$ cat src/rtl/reduce_tree_pipe_pkg.sv
// Shared types and helpers for the pipelined reduction tree.
// Mode encodings, identity element and level-width arithmetic.
package reduce_tree_pipe_pkg;

    typedef enum logic [1:0] {
        RED_OR  = 2'b00,
        RED_AND = 2'b01,
        RED_XOR = 2'b10,
        RED_NOR = 2'b11
    } red_mode_e;

    function automatic int clog2(input int n);
        int r;
        r = 0;
        for (int i = 0; i < 31; i++) begin
            if ((1 << i) < n) r = i + 1;
        end
        return r;
    endfunction

    // Width of the vector after k pairwise levels
    function automatic int lvl_w(input int w, input int k);
        int r;
        r = w;
        for (int i = 0; i < k; i++) r = (r + 1) / 2;
        return r;
    endfunction

    function automatic logic identity_bit(input red_mode_e m);
        return (m == RED_AND);
    endfunction

endpackage

$ cat src/rtl/reduce_tree_pipe_if.sv
// Request/result handshake bundle for reduce_tree_pipe.
// master drives requests and consumes results; slave is the block.
interface reduce_tree_pipe_if #(
    parameter int WIDTH = 7
);
    logic             in_valid;
    logic             in_ready;
    logic [WIDTH-1:0] in_data;
    logic [1:0]       in_mode;
    logic             out_valid;
    logic             out_ready;
    logic             out_bit;

    modport master (
        output in_valid, in_data, in_mode, out_ready,
        input  in_ready, out_valid, out_bit
    );

    modport slave (
        input  in_valid, in_data, in_mode, out_ready,
        output in_ready, out_valid, out_bit
    );
endinterface

$ cat src/rtl/reduce_tree_pipe_level.sv
// One tree level: pairwise combine for the carried mode, then register
// data, valid and mode together under the global advance enable.
module reduce_level
    import reduce_tree_pipe_pkg::*;
#(
    parameter int IN_W  = 7,
    parameter int OUT_W = (IN_W + 1) / 2
) (
    input  logic             clk,
    input  logic             reset,
    input  logic             adv,
    input  logic [IN_W-1:0]  in_dat,
    input  logic             in_vld,
    input  red_mode_e        in_mode,
    output logic [OUT_W-1:0] out_dat,
    output logic             out_vld,
    output red_mode_e        out_mode
);

    logic [2*OUT_W-1:0] pad;
    logic [OUT_W-1:0]   comb;

    logic [OUT_W-1:0] dat_d, dat_q;
    logic             vld_d, vld_q;
    red_mode_e        mode_d, mode_q;

    // Odd tail pairs with the identity, so it passes through unchanged
    always_comb begin
        pad = {(2*OUT_W){identity_bit(in_mode)}};
        pad[IN_W-1:0] = in_dat;
        comb = '0;
        for (int i = 0; i < OUT_W; i++) begin
            unique case (in_mode)
                RED_AND: comb[i] = pad[2*i] & pad[2*i+1];
                RED_XOR: comb[i] = pad[2*i] ^ pad[2*i+1];
                default: comb[i] = pad[2*i] | pad[2*i+1];
            endcase
        end
    end

    always_comb begin
        dat_d  = dat_q;
        vld_d  = vld_q;
        mode_d = mode_q;
        if (adv) begin
            dat_d  = comb;
            vld_d  = in_vld;
            mode_d = in_mode;
        end
    end

    always_ff @(posedge clk or posedge reset) begin
        if (reset) begin
            dat_q  <= '0;
            vld_q  <= 1'b0;
            mode_q <= RED_OR;
        end else begin
            dat_q  <= dat_d;
            vld_q  <= vld_d;
            mode_q <= mode_d;
        end
    end

    assign out_dat  = dat_q;
    assign out_vld  = vld_q;
    assign out_mode = mode_q;

endmodule

$ cat src/rtl/reduce_tree_pipe.sv
// Pipelined WIDTH-input OR/AND/XOR/NOR reduction, one tree level per stage.
// All stages share one advance enable; NOR is an OR tree inverted at the end.
module reduce_tree_pipe
    import reduce_tree_pipe_pkg::*;
#(
    parameter int WIDTH = 7
) (
    input  logic              clk,
    input  logic              reset,
    reduce_tree_pipe_if.slave bus
);

    localparam int LEVELS = (clog2(WIDTH) > 1) ? clog2(WIDTH) : 1;

    logic      adv;
    logic      last_d;
    logic      last_v;
    red_mode_e last_m;

    for (genvar k = 0; k < LEVELS; k++) begin : g_lvl
        localparam int IW = lvl_w(WIDTH, k);
        localparam int OW = lvl_w(WIDTH, k + 1);

        logic [IW-1:0] d_in;
        logic          v_in;
        red_mode_e     m_in;
        logic [OW-1:0] d_out;
        logic          v_out;
        red_mode_e     m_out;

        if (k == 0) begin : g_src
            assign d_in = bus.in_data;
            assign v_in = bus.in_valid;
            assign m_in = red_mode_e'(bus.in_mode);
        end else begin : g_chain
            assign d_in = g_lvl[k-1].d_out;
            assign v_in = g_lvl[k-1].v_out;
            assign m_in = g_lvl[k-1].m_out;
        end

        reduce_level #(
            .IN_W (IW)
        ) u_lvl (
            .clk      (clk),
            .reset    (reset),
            .adv      (adv),
            .in_dat   (d_in),
            .in_vld   (v_in),
            .in_mode  (m_in),
            .out_dat  (d_out),
            .out_vld  (v_out),
            .out_mode (m_out)
        );
    end

    assign last_d = g_lvl[LEVELS-1].d_out[0];
    assign last_v = g_lvl[LEVELS-1].v_out;
    assign last_m = g_lvl[LEVELS-1].m_out;

    // Whole pipe freezes only when a held result is refused
    assign adv = ~last_v | bus.out_ready;

    assign bus.in_ready  = adv;
    assign bus.out_valid = last_v;
    assign bus.out_bit   = last_d ^ (last_m == RED_NOR);

endmodule

$ cat src/flat_wrapper.sv
// flat-port wrapper written by rule: the top's interface ports become plain ports
module reduce_tree_pipe_flat import reduce_tree_pipe_pkg::*;
#(
    parameter int WIDTH = 7
)
  (clk, reset, bus_in_valid, bus_in_data, bus_in_mode, bus_out_ready, bus_in_ready, bus_out_valid, bus_out_bit);
  reduce_tree_pipe_if #(.WIDTH(WIDTH)) bus_i ();
  input  logic clk;
  input  logic reset;
  input wire logic [$bits(bus_i.in_valid)-1:0] bus_in_valid;
  input wire logic [$bits(bus_i.in_data)-1:0] bus_in_data;
  input wire logic [$bits(bus_i.in_mode)-1:0] bus_in_mode;
  input wire logic [$bits(bus_i.out_ready)-1:0] bus_out_ready;
  output wire logic [$bits(bus_i.in_ready)-1:0] bus_in_ready;
  output wire logic [$bits(bus_i.out_valid)-1:0] bus_out_valid;
  output wire logic [$bits(bus_i.out_bit)-1:0] bus_out_bit;
  assign bus_i.in_valid = bus_in_valid;
  assign bus_i.in_data = bus_in_data;
  assign bus_i.in_mode = bus_in_mode;
  assign bus_i.out_ready = bus_out_ready;
  assign bus_in_ready = bus_i.in_ready;
  assign bus_out_valid = bus_i.out_valid;
  assign bus_out_bit = bus_i.out_bit;
  reduce_tree_pipe #(.WIDTH(WIDTH)) u_core (.clk(clk), .reset(reset), .bus(bus_i));
endmodule
$ cat config.mk
export PLATFORM = sky130hd
export DESIGN_NAME = reduce_tree_pipe_flat
export DESIGN_NICKNAME = d
export VERILOG_FILES = /design/src/rtl/reduce_tree_pipe_pkg.sv /design/src/rtl/reduce_tree_pipe_if.sv /design/src/rtl/reduce_tree_pipe_level.sv /design/src/rtl/reduce_tree_pipe.sv /design/src/flat_wrapper.sv
export SDC_FILE = /design/constraint.sdc
export NUM_CORES = 1
export LEC_CHECK = 0
export ABC_AREA = 1
export CAP_MARGIN = 10
export CORE_ASPECT_RATIO = 1.5
export CORE_MARGIN = 1
export CORE_UTILIZATION = 55
export DETAILED_ROUTE_END_ITERATION = 10
export PLACE_DENSITY_LB_ADDON = 0.2
export SYNTH_ARGS = -nofsm -noshare
export SYNTH_HDL_FRONTEND = slang
export SYNTH_HIERARCHICAL = 1
export SYNTH_SLANG_ARGS = --single-unit
$ cat constraint.sdc
create_clock -name clk -period 3 [get_ports clk]
set_clock_uncertainty 0.15 [all_clocks]
set_input_delay 0.3 -clock clk [delete_from_list [all_inputs] [get_ports clk]]
set_output_delay 0.3 -clock clk [all_outputs]
set_load 0.01 [all_outputs]
# Yosys cells after proc, flatten, opt, wreduce, memory -nomap -nowiden
# Cells that the tools add are included.
[totals]
ff_bits = 16
input_bits = 13
output_inout_bits = 3
elab_cells = 47
[classes]
n_eq_ne = 7
mux = 7
bitwise = 24
[ops]
columns = ["cell", "n"]
rows = [
  ["case mux 1 bit (2 select lines)", 7],
  ["== test 2 bit, second input constant", 4],
  ["OR 1 bit", 8],
  ["XOR 1 bit", 8],
  ["AND 1 bit", 7],
  ["== test 2 x 1 -> 1 bit, second input constant", 3],
  ["NOT 1 bit", 1],
]

# Longest topological paths before layout
[depth]
ltp_word = 3
depth_mapped = 7
mapped_depth_nobuf = 7

# Cells and area by module
# The synthesis kept the hierarchy.
[modules_own_cells]
columns = ["mod", "instances", "cells_per_inst", "area_each_um2"]
rows = [
  ["reduce_level (u_core.g_lvl[0].u_lvl)", 1, 65, 503.0],
  ["reduce_level (u_core.g_lvl[1].u_lvl)", 1, 41, 320.3],
  ["reduce_level (u_core.g_lvl[2].u_lvl)", 1, 29, 237.7],
  ["reduce_tree_pipe", 1, 7, 27.5],
]

# Least setup slack after synthesis
# OpenSTA, ideal clock, no wires.
[synth_timing]
path_type = "register -> register"
startpoint = "reg u_core.g_lvl[2].u_lvl.vld_q"
endpoint = "reg u_core.g_lvl[0].u_lvl.dat_q[0]"
setup_time_ns = 0.065
t_arrival_ns = 1.064
required_time_ns = 2.785
path_slack_ns = 1.722
stages_incl_launch_ff = 7
path_buffers = 1
period_less_slack_ns = 1.278
cell_sequence = "dfrtp_1 -> nand2_1 -> inv_2 -> buf_6 -> a21oi_2 -> nand2_1 -> nand2_1"
[synth_via]
elab_chain_cells = 2
[synth_lines]
columns = ["item", "line_no", "text"]
rows = [
  ["start: declaration", "reduce_tree_pipe_level.sv:24", "logic vld_d, vld_q;"],
  ["start signal: assignment", "reduce_tree_pipe_level.sv:59", "vld_q <= vld_d;"],
  ["NOT 1 bit", "reduce_tree_pipe.sv:61", "assign adv = ~last_v | bus.out_ready;"],
  ["OR 1 bit", "reduce_tree_pipe.sv:61", ""],
  ["named net bus_in_ready", "flat_wrapper.sv:14", "output wire logic [$bits(bus_i.in_ready)-1:0] bus_in_ready;"],
  ["end signal: assignment", "reduce_tree_pipe_level.sv:58", "dat_q <= dat_d;"],
  ["end: declaration", "reduce_tree_pipe_level.sv:23", "logic [OUT_W-1:0] dat_d, dat_q;"],
]
# The timed path passes the listed nets, and every way through them passes these cells.
# A chain may end at the register's enable or synchronous reset.

# Worst setup path in the final report
[layout_timing]
startpoint = "in bus_out_ready"
endpoint = "out bus_in_ready"
[layout_via]
elab_chain_cells = 1
[layout_lines]
columns = ["item", "line_no", "text"]
rows = [
  ["start: declaration", "flat_wrapper.sv:13", "input wire logic [$bits(bus_i.out_ready)-1:0] bus_out_ready;"],
  ["OR 1 bit", "reduce_tree_pipe.sv:61", ""],
  ["end: declaration", "flat_wrapper.sv:14", ""],
]
# Every way passes these cells.

==> results.yml <==
clock_tree:
  cts_htree_levels: 1
  cts_root_buf: "sky130_fd_sc_hd__clkbuf_4"
  clock_transition_at_the_registers_of_the_reported_paths_ns: 0.10
  tritoncts: "yes"
  tritoncts.num_buffers: 3
  post_cts_resized: 0
  number_of_clock_sinks_seen_by_cts: 16
  cts_setup_buffers: 0
  clock_insertion_delay_worst_skew_ns: 0.29
  cts_hold_buf: 0
  cts_max_path_buffers: 2
drt:
  viasPerCell: 4.92
  drc: 0
  first_pass_iters: 2
  post_route_ant_nets: 0
  via_count: 891
  wl_per_cell_um: 10.5
  routed_wire_length_mm: 1.90
  initialDrtViolationCount: 11
logic_synthesis:
  netlist-cell-type-count: 11
  synth_area_per_cell_um2: 7.67
  syn_nets: 175
  ys_seq_elements: 16
  netlist_instances: 142
  total_number_of_yosys_warnings: 6
  synth_area_mm2: 0.00109
  ys_seq_area_share_pct: 36.8
global_routing:
  grt_pass1_wl_mm: 3.26
  grt_overflow: 0
  first_global_vias: 858
  antenna_found_initial: 0
  groute.usage.overall_pct: 21.0
  grt_max_degree: 13
die:
  initial_standard_cell_utilization_of_the_core_pct: 58.7
  fp.dieH_um: 56.5
  num_rows: 19
  design.die.area_mm2: 0.00216
  core_area_mm2: 0.00185
  num_io_pins: 16
  dieWidth_um: 38.3
worst_setup_path:
  worstPathMaxFanout: 8
  worstSetupPathType: "input port to primary output"
  reg2reg_setup_slack_ns: 1.68
  crit_required_ns: 2.55
  worst_r2r_startpoint: "u_core/g_lvl[2].u_lvl/out_vld$_DFFE_PP0P_"
  worstRegToRegCells: 5
  cp_data_arrival_time_ns: 1.63
  critical_path.reg2reg.endpoint: "u_core/g_lvl[0].u_lvl/out_dat[1]$_DFFE_PP0P_"
  worstSetupEndpointType: "primary output"
  start_kind: "input port"
power_and_ir_drop:
  totalPowerFinal_uw: 905
  power-per-cell-area_mw_per_mm2: 701
  power.leakage_uw: 0.000739
  ir_drop_uv: 346
sta:
  finalCritPeriodShare_pct: 69.3
  fin_hold_ws_ns: 0.0984
  hold_viol: 0
  setup_total_negative_slack_ns: 0
  finalMaxSlewViolations: 0
  finalWorstPathRequiredPeriod_ns: 2.08
  rsz0062_at_grt: "false"
  finalSetupViolations: 0
  fmax_mhz: 481
  tightestPinTransition_ns: 0.296
  slew_headroom_pct: 80.2
layout:
  final_common_cell: "sky130_fd_sc_hd__nand2_1"
  antenna_cells: 0
  area_delta_synth_final_pct: 18.5
  layout.nets: 194
  layout-drive-gt1-share_pct: 5.63
  most-common-layout-cells: "54 x sky130_fd_sc_hd__nand2_1, 26 x sky130_fd_sc_hd__inv_1, 20 x sky130_fd_sc_hd__ha_1, 16 x sky130_fd_sc_hd__dfrtp_1, 15 x sky130_fd_sc_hd__clkdlybuf4s50_1"
min_path:
  hold_path_class: "input port to asynchronous set/reset pin"
placed_design:
  dpl.hpwl_mm: 1.64
  place_congestion: 0.743
  port_buffers: 15
status:
  run_status: "completed"
run:
  drv_cap: 0
## metrics by stage
| step | instances | setup slack [ns] | area [um^2] | util [%] |
|---|---|---|---|---|
| finish | 181 | 0.920 | 1290 | 69.6 |
| global placement | 177 | 0.966 | 1250 | 67.6 |
| floorplan | 142 | 1.72 | 1090 | - |
| CTS | 181 | 0.927 | 1290 | 69.6 |
| global route | 181 | 0.868 | 1290 | 69.6 |
| detailed placement | 177 | 0.926 | 1250 | 67.6 |
## state kept, by name, summed over array words and instances (netlist names)
register                     cells
u_core/g_lvl.u_lvl/out_vld       3
u_core/g_lvl.u_lvl/out_mode      6
u_core/g_lvl.u_lvl/out_dat       7
## cells in the mapped netlist
master | count | area (um^2)
sky130_fd_sc_hd__dfrtp_1 | 16 | 400
sky130_fd_sc_hd__o21ai_0 | 6 | 30.0
sky130_fd_sc_hd__inv_2 | 3 | 11.3
sky130_fd_sc_hd__nand3_1 | 8 | 40.0
sky130_fd_sc_hd__ha_1 | 20 | 250
sky130_fd_sc_hd__nor2_1 | 2 | 7.51
sky130_fd_sc_hd__a21oi_1 | 4 | 20.0
sky130_fd_sc_hd__buf_6 | 1 | 11.3
sky130_fd_sc_hd__nand2_1 | 54 | 203
sky130_fd_sc_hd__inv_1 | 26 | 97.6
sky130_fd_sc_hd__a21oi_2 | 2 | 17.5
## where the power goes
group          internal, uW  total, uW  switching [uW]  leakage, uW
Combinational           174        388             214     0.000526
Clock                  73.9        145            70.9    0.0000210
Sequential              304        371            67.7     0.000191
## worst max-delay path by stage
stage | from | to | slack [ns] | cells after the start
finish | bus_out_ready | bus_in_ready | 0.92 | 4
global placement | bus_out_ready | bus_in_ready | 0.97 | 4
detailed placement | bus_out_ready | bus_in_ready | 0.93 | 4
CTS | bus_out_ready | bus_in_ready | 0.93 | 4
global route | bus_out_ready | bus_in_ready | 0.87 | 4
floorplan | u_core/g_lvl[2].u_lvl/out_vld$_DFFE_PP0P_ | u_core/g_lvl[0].u_lvl/out_dat[0]$_DFFE_PP0P_ | 1.72 | 6
## layer usage
metal / track usage, % / vias up / wire length, um / share of wire (%)
met2: 41.6 / 14 / 1150 / 60
li1: - / 468 / - / -
met1: 18.9 / 403 / 675 / 36
met4: 10.7 / 0 / 55 / 2.9
met5: 0 / - / 0 / 0
met3: 1.19 / 6 / 22 / 1.2
## final cells by class
type | instances | area, um^2
inverters | 29 | 109
multi-input cells | 96 | 568
fillers | 164 | 564
flip-flops and latches | 16 | 400
well taps | 21 | 26.3
repair buffers | 15 | 150
clock buffers | 4 | 36.3
## critical path, cell delays in order
cell and delay, ns:
sky130_fd_sc_hd__clkdlybuf4s50_1 0.46, sky130_fd_sc_hd__inv_1 0.04, sky130_fd_sc_hd__nand2_1 0.23, sky130_fd_sc_hd__clkdlybuf4s50_1 0.60
## cells by family after synthesis
family | Yosys count | synth area share (%)
AO/OA/AOI/OAI | 12 | 6.21
adder cells (fa/ha/maj) | 20 | 23.0
buffers and inverters | 30 | 11.0
flip-flops | 16 | 36.8
AND/OR/NAND/NOR | 64 | 23.0
Power figures use the tool's default switching activity.
